### config.mk
export PLATFORM = sky130hd
export DESIGN_NAME = mux_scan_ctrl
export DESIGN_NICKNAME = d
export VERILOG_FILES = /design/src/rtl/mux_scan_pkg.sv /design/src/rtl/mux_settle_timer.sv /design/src/rtl/mux_scan_ctrl.sv
export SDC_FILE = /design/constraint.sdc
export NUM_CORES = 1
export LEC_CHECK = 0
export CORE_MARGIN = 8
export CORE_UTILIZATION = 56
export DETAILED_ROUTE_END_ITERATION = 12
export PLACE_DENSITY = 0.82
export SYNTH_ARGS = -nofsm -noshare
export SYNTH_HDL_FRONTEND = slang
export SYNTH_SLANG_ARGS = --single-unit
### constraint.sdc
create_clock -name clk -period 2.3 [get_ports clk]
set_input_delay 0.46 -clock clk [delete_from_list [all_inputs] [get_ports clk]]
set_output_delay 0.46 -clock clk [all_outputs]
set_load 0.01 [all_outputs]
### src/rtl/mux_scan_pkg.sv
// Shared definitions for the mux channel-scan sequencer.
// Used by mux_scan_ctrl and mux_settle_timer.
package mux_scan_pkg;

   localparam int unsigned StateW    = 2;
   localparam int unsigned SettleMax = 15;
   localparam int unsigned CntW      = 4;

   typedef enum logic [StateW-1:0] {
      StIdle = 2'd0,
      StScan = 2'd1,
      StDone = 2'd2
   } scan_state_e;

endpackage

### src/rtl/mux_settle_timer.sv
// Load/decrement settle counter; counts down to zero and holds there.
// zero is combinational from the count.
module mux_settle_timer
   import mux_scan_pkg::*;
(
   input  logic            clk,
   input  logic            rst_n,
   input  logic            load,
   input  logic [CntW-1:0] value,
   output logic            zero
);

   logic [CntW-1:0] cnt_q, cnt_d;

   always_comb begin
      cnt_d = cnt_q;
      if (load) begin
         cnt_d = value;
      end else if (cnt_q != '0) begin
         cnt_d = cnt_q - 1'b1;
      end
   end

   always_ff @(posedge clk or negedge rst_n) begin
      if (!rst_n) begin
         cnt_q <= '0;
      end else begin
         cnt_q <= cnt_d;
      end
   end

   assign zero = (cnt_q == '0);

endmodule

### src/rtl/mux_scan_ctrl.sv
// Channel-scan sequencer driving a mux select, sampling its output into a word
// presented with valid/ready. Define MUX_SCAN_AUTO_EN for back-to-back scans.
module mux_scan_ctrl
   import mux_scan_pkg::*;
#(
   parameter int unsigned NUM_CH = 4,
   parameter int unsigned SETTLE = 1
) (
   input  logic                      clk,
   input  logic                      rst_n,
   input  logic                      start,
   output logic [$clog2(NUM_CH)-1:0] sel,
   input  logic                      mux_out,
   output logic [NUM_CH-1:0]         data,
   output logic                      valid,
   input  logic                      ready,
   output logic                      busy
);

   localparam int unsigned SEL_W = $clog2(NUM_CH);
   localparam logic [SEL_W-1:0] LastSel = SEL_W'(NUM_CH - 1);
   // Out-of-range SETTLE is clamped to what the counter can hold.
   localparam logic [CntW-1:0] SettleVal =
      CntW'((SETTLE > SettleMax) ? SettleMax : SETTLE);

   scan_state_e         state_q, state_d;
   logic [SEL_W-1:0]    sel_q, sel_d;
   logic [NUM_CH-1:0]   shadow_q, shadow_d;
   logic [NUM_CH-1:0]   data_q, data_d;
   logic                valid_q, valid_d;
   logic                tmr_load;
   logic                tmr_zero;

   mux_settle_timer u_timer (
      .clk   (clk),
      .rst_n (rst_n),
      .load  (tmr_load),
      .value (SettleVal),
      .zero  (tmr_zero)
   );

   always_comb begin
      state_d  = state_q;
      sel_d    = sel_q;
      shadow_d = shadow_q;
      data_d   = data_q;
      valid_d  = valid_q;
      tmr_load = 1'b0;
      unique case (state_q)
         StIdle: begin
            if (start) begin
               sel_d    = '0;
               shadow_d = '0;
               tmr_load = 1'b1;
               state_d  = StScan;
            end
         end
         StScan: begin
            if (tmr_zero) begin
               shadow_d[sel_q] = mux_out;
               if (sel_q == LastSel) begin
                  // Merge the final sample directly; shadow_q lacks it yet.
                  data_d        = shadow_q;
                  data_d[sel_q] = mux_out;
                  valid_d       = 1'b1;
                  state_d       = StDone;
               end else begin
                  sel_d    = sel_q + 1'b1;
                  tmr_load = 1'b1;
               end
            end
         end
         StDone: begin
            if (valid_q && ready) begin
               valid_d = 1'b0;
`ifdef MUX_SCAN_AUTO_EN
               sel_d    = '0;
               shadow_d = '0;
               tmr_load = 1'b1;
               state_d  = StScan;
`else
               state_d  = StIdle;
`endif
            end
         end
         default: begin
            state_d = StIdle;
            valid_d = 1'b0;
         end
      endcase
   end

   always_ff @(posedge clk or negedge rst_n) begin
      if (!rst_n) begin
         state_q  <= StIdle;
         sel_q    <= '0;
         shadow_q <= '0;
         data_q   <= '0;
         valid_q  <= 1'b0;
      end else begin
         state_q  <= state_d;
         sel_q    <= sel_d;
         shadow_q <= shadow_d;
         data_q   <= data_d;
         valid_q  <= valid_d;
      end
   end

   assign sel   = sel_q;
   assign data  = data_q;
   assign valid = valid_q;
   assign busy  = (state_q != StIdle);

endmodule

* Word level (Yosys, flattened, before mapping) *
Cells that the tools add are included.

operators by class
  add/subtract/negate cells = 2
  multipliers = 0
  divide/modulo/power cells = 0
  magnitude comparators = 2
  equality and inequality tests = 8
  shifts and indexed selects = 0
  multiplexer cells = 25
  bitwise logic cells = 1
  reduce and logical (&&, ||, !) cells = 13

operators with widths
  cell                                                                                  count
  4-bit two-way mux                                                                     4
  2-bit two-way mux                                                                     7
  4-bit AND reduction                                                                   3
  2-bit inequality test (second input constant)                                         5
  4-bit one-hot mux with 2 select lines                                                 1
  1-bit two-way mux                                                                     7
  2-bit one-hot mux with 3 select lines                                                 1
  3-bit AND reduction                                                                   2
  2-bit nonzero test                                                                    3
  4-bit bitwise mux                                                                     1
  2-bit == test (second input constant)                                                 2
  4-bit zero test                                                                       1
  2-bit one-hot mux with 2 select lines                                                 1
  4-bit nonzero test                                                                    1
  4-bit by 1-bit subtractor with 4-bit output (second input constant)                   1
  2-bit by 3-bit less-than comparator with 1-bit output (second input constant)         1
  1-bit one-hot mux with 3 select lines                                                 1
  2-bit by 1-bit adder with 2-bit output (second input constant)                        1
  1-bit demux with 2-bit select                                                         1
  2-bit by 1-bit == test with 1-bit output (second input constant)                      1
  2-bit by 1-bit greater-or-equal comparator with 1-bit output (second input constant)  1
  1-bit logical AND                                                                     2
  2-bit zero test                                                                       1
  1-bit one-hot mux with 2 select lines                                                 1
  1-bit NOT                                                                             1

word-level totals
  bits in registers = 17
  latch bits = 0
  bits in writable memories = 0
  bits in read-only memories = 0
  logic and storage cells = 57
  memories kept = 0

* Longest topological paths before layout *
  depth in word-level cells = 7
  gate-level depth with buffers = 5
  depth with buffers taken out = 5

* Cells and area by module *
Synthesis repeated with hierarchy kept, for this count alone.

second synthesis, totals
  cell total of the unflattened synthesis = 85
  area, all modules = 895.9 µm²

modules (own cells, without submodules)
  module            times used  cells each  area an instance (µm²)  seq. area each (µm²)
  mux_scan_ctrl     1           63          661.9                   300.3
  mux_settle_timer  1           22          234.0                   100.1

* Worst setup path before layout *
Ideal clock, no wire load.

  path kind = register -> register
  start point = register u_timer.cnt_q[0]
  end point = register data_q[0], in the netlist data[0]
  data arrival time = 1.419 ns
  data required time = 2.175 ns
  path slack = 0.756 ns
  stages on the path, launching flop included = 6
  path buffers = 0
  clock period less this slack = 1.544 ns
  cells stage by stage = dfrtp_1 inv_1 ha_1 and4bb_4 nand3b_4 mux2_4

between the ends
  word-level cells in the longest chain between the ends = 2

ends and longest elaborated chain
  element                        RTL line                RTL
  start: declaration             mux_settle_timer.sv:13  logic [CntW-1:0] cnt_q, cnt_d;
  start signal: assignment       mux_settle_timer.sv:28  cnt_q <= cnt_d;
  4-bit zero test                mux_settle_timer.sv:32  assign zero = (cnt_q == '0);
  3-bit AND reduction (no line)  n/a
  end signal: assignment         mux_scan_ctrl.sv:104    data_q <= data_d;
  end: declaration               mux_scan_ctrl.sv:29     logic [NUM_CH-1:0] data_q, data_d;

No other way between the ends.
A chain may end at the register's enable or synchronous reset.

* Worst setup path after layout *
  start point = register state_q[0]
  end point = output port busy

between the ends
  word-level cells in the longest chain between the ends = 1

ends and longest elaborated chain
  element                   RTL line              RTL
  start: declaration        mux_scan_ctrl.sv:26   scan_state_e state_q, state_d;
  start signal: assignment  mux_scan_ctrl.sv:95   state_q <= StIdle;
  start signal: assignment  mux_scan_ctrl.sv:101  state_q <= state_d;
  2-bit nonzero test        mux_scan_ctrl.sv:112  assign busy = (state_q != StIdle);
  end: declaration          mux_scan_ctrl.sv:17   output logic busy

No other way between the ends.

==> metrics <==
outcome completed; FF+latch area roughly 400 µm²; routed via count 659; Max clock buf depth 2; largest net degree at the start of global routing 17; antenna viol nets, final 0; initial antenna violation count 0; Die X 57.3 µm; Synth top cells by count dfrtp_1, nor2_1, ha_1; TritonRoute pass-1 iters 4; Root Buffer clkbuf_4; number of clock sinks 16; Total Power 1.45 mW; total I/O pin count 13; Max-slew headroom 51.4%; grt total ovfl 0; Wirelength per Cell ~16 µm; Worst-path clk slew about 0.090 ns; Ys Warns 0; number of fill cells roughly 120; Hold/Removal Path Class reg2reg; Max Cap Viol 0; simple-gate portion of the synthesized area 26.8%; Yosys top cell area share 41.8%; worst vdd ir 978 µV; Slew Limit Fails 0; finished layout cell area between 1000 and 1500 µm²; RePlAce Congestion about 0.88; Final #Nets 109; period utilization between 80 and 90%; Cell Rows 15; post-synthesis xor/xnor area fraction 0.915%; Arrival @ worst endpoint between 1.5 and 2 ns; post_cts resized 0; CP max FO 10; CP startpoint kind flop; DP Area 1090 µm²; leak pwr 0.521 nW; Final Hold Viols 0; hold_buf cts 0; first-pass GRT wire length between 2000 and 3000 µm; Seq/Total Area, Yosys about two fifths; WL final between 1500 and 2000 µm; final count of negative-setup-slack endpoints 0; Inserted Diodes 0; vias in the first global route between 600 and 700; top-count cell post-synth dfrtp_1; worst slack at placement 0.490 ns; Netlist Area Pre-Place roughly 960 µm²; Tightest Pin Transition about 0.73 ns; layout cells sized above 1 between 10% and 20%; top cell type by total area after synthesis dfrtp_1; input/output buffers 12; vias per inst slightly below 6; H-tree depth 1; worst skew pair latency ~0.28 ns; PD cells ~1300 nW/µm²; 1st-iter DRT viols 13; Initial Utilization about 57%; Worst setup EP type primary output; Worst Path Required 1.84 ns; Setup TNS Final 0 ns; largest family of logic cells by synthesized area simple AND/OR/NAND/NOR gates; R2R Setup Slk between 0.6 and 0.7 ns; Post-synth ARST share 100%; Core Region about 1700 µm²; syn avg cell area 11.5 µm²; unrepaired setup endpoints after global routing false; placed cells 110; CTS tree built; final worst slack 0.248 ns; post-synthesis mux area share a little over an eighth; Max Clock Skew around 0.0034 ns; Finished Layout Cells 113; DRC 0; post-synth net total 94; Synth Flop Type dfrtp_1; Yosys cell types 31; area grow syn2layout 15.9%; total setup buffers inserted after CTS 0; post-synthesis compound-gate area fraction under 10%; Fmax about 490 MHz; GRT Util Overall 11.3%; Die Area 3290 µm²; Final Critical Period between 2 and 2.5 ns; top cells by area, synth dfrtp_1, ha_1, mux2_4, mux2_2, or4b_1; DP HPWL roughly 1300 µm; area share of fa/ha/maj cells after synthesis 7.84%; WS Path Type reg2out; EDFF count, synth 0; combined area of the multi-input logic cells ~520 µm²; CTS Buf Count 3; FF+latch count, synth 16; Mapped Cells 83; die height around 57 µm
## cell families (layout without fill, tap and decap cells)
logic type / after synthesis / count (layout)
mux: 10 / 10
fa+ha+maj: 6 / 6
compound gates: 8 / 8
simple gates: 35 / 35
buf+inv: 7 / 20
xor+xnor: 1 / 1
flops: 16 / 16
## per-stage QoR
| step | hold slack, ns | utilization, % |
|---|---|---|
| after floorplan | 0.164 | - |
| after global placement | 0.495 | 65.1 |
| after detailed placement | 0.501 | 65.1 |
| after CTS | 0.523 | 66.4 |
| after global routing | 0.540 | 66.4 |
| final | 0.518 | 66.4 |
## power breakdown
| group | internal (mW) | switching, mW |
|---|---|---|
| Combinational | 0.433 | 0.330 |
| Clock | 0.0606 | 0.0849 |
| Sequential | 0.406 | 0.140 |
## layout by cell type, fill, tap and decap left out
cell             synthesis  layout
mux2_2                   4       4
mux2_4                   4       4
nand3_1                  4       4
clkbuf_4                 0       3
o211a_1                  1       1
nor3_1                   2       2
o21ai_0                  1       1
a31oi_1                  1       1
ha_1                     6       6
nand2_2                  1       1
dfrtp_1                 16      16
or2_2                    1       1
buf_4                    0       1
o211ai_1                 3       3
or2b_1                   1       1
nand2_1                  4       4
nand4bb_4                1       1
mux2i_1                  2       2
xnor2_1                  1       1
or3b_1                   1       1
nand3b_1                 2       2
nand4b_1                 3       3
nor3b_1                  2       2
nor2_1                   7       7
or4b_1                   3       3
nand2b_1                 1       1
a21oi_1                  1       1
clkdlybuf4s50_1          0      12
nand3b_4                 1       1
and4bb_4                 1       1
a311oi_1                 1       1
inv_1                    4       4
## registers in the layout, summed over array words and instances (netlist names)
register and flops:
state_q 2, data 4, valid 1, u_timer.cnt_q 4, shadow_q 3, sel 2
## worst max-delay path: stages, from the launching register on
cell	delay, ns
dfrtp_1	0.50
or2_2	0.34
clkdlybuf4s50_1	0.48
## layout make-up
class / instances / area share [%]
Inverter: 4 / 1.35
Clock buffer: 3 / 2.03
Sequential cell: 16 / 36.1
Timing Repair Buffer: 13 / 11.5
Tap cell: 17 / 1.92
Multi-Input combinational cell: 60 / 47.1
## path summary, 6_finish.rpt
check | startpoint | endpoint | cells after the start
setup / recovery | state_q[0] | busy | 2
hold / removal | data[0] | data[0] | 1
setup reg to reg | u_timer.cnt_q[0] | u_timer.cnt_q[0] | 5
hold reg to reg | data[0] | data[0] | 1
max in group asynchronous | rst_n | u_timer.cnt_q[1] | 1
min in group asynchronous | rst_n | sel[1] | 1
## per-layer routing
| layer | track usage (%) | routed length, µm | up-vias |
|---|---|---|---|
| met3 | 3.14 | 92 | 2 |
| li1 | - | - | 329 |
| met1 | 14.4 | 876 | 317 |
| met2 | 17.5 | 812 | 11 |
| met4 | 4.29 | 15 | 0 |
| met5 | 0 | 0 | - |
Note: power is estimated with default switching activity, not from simulation.
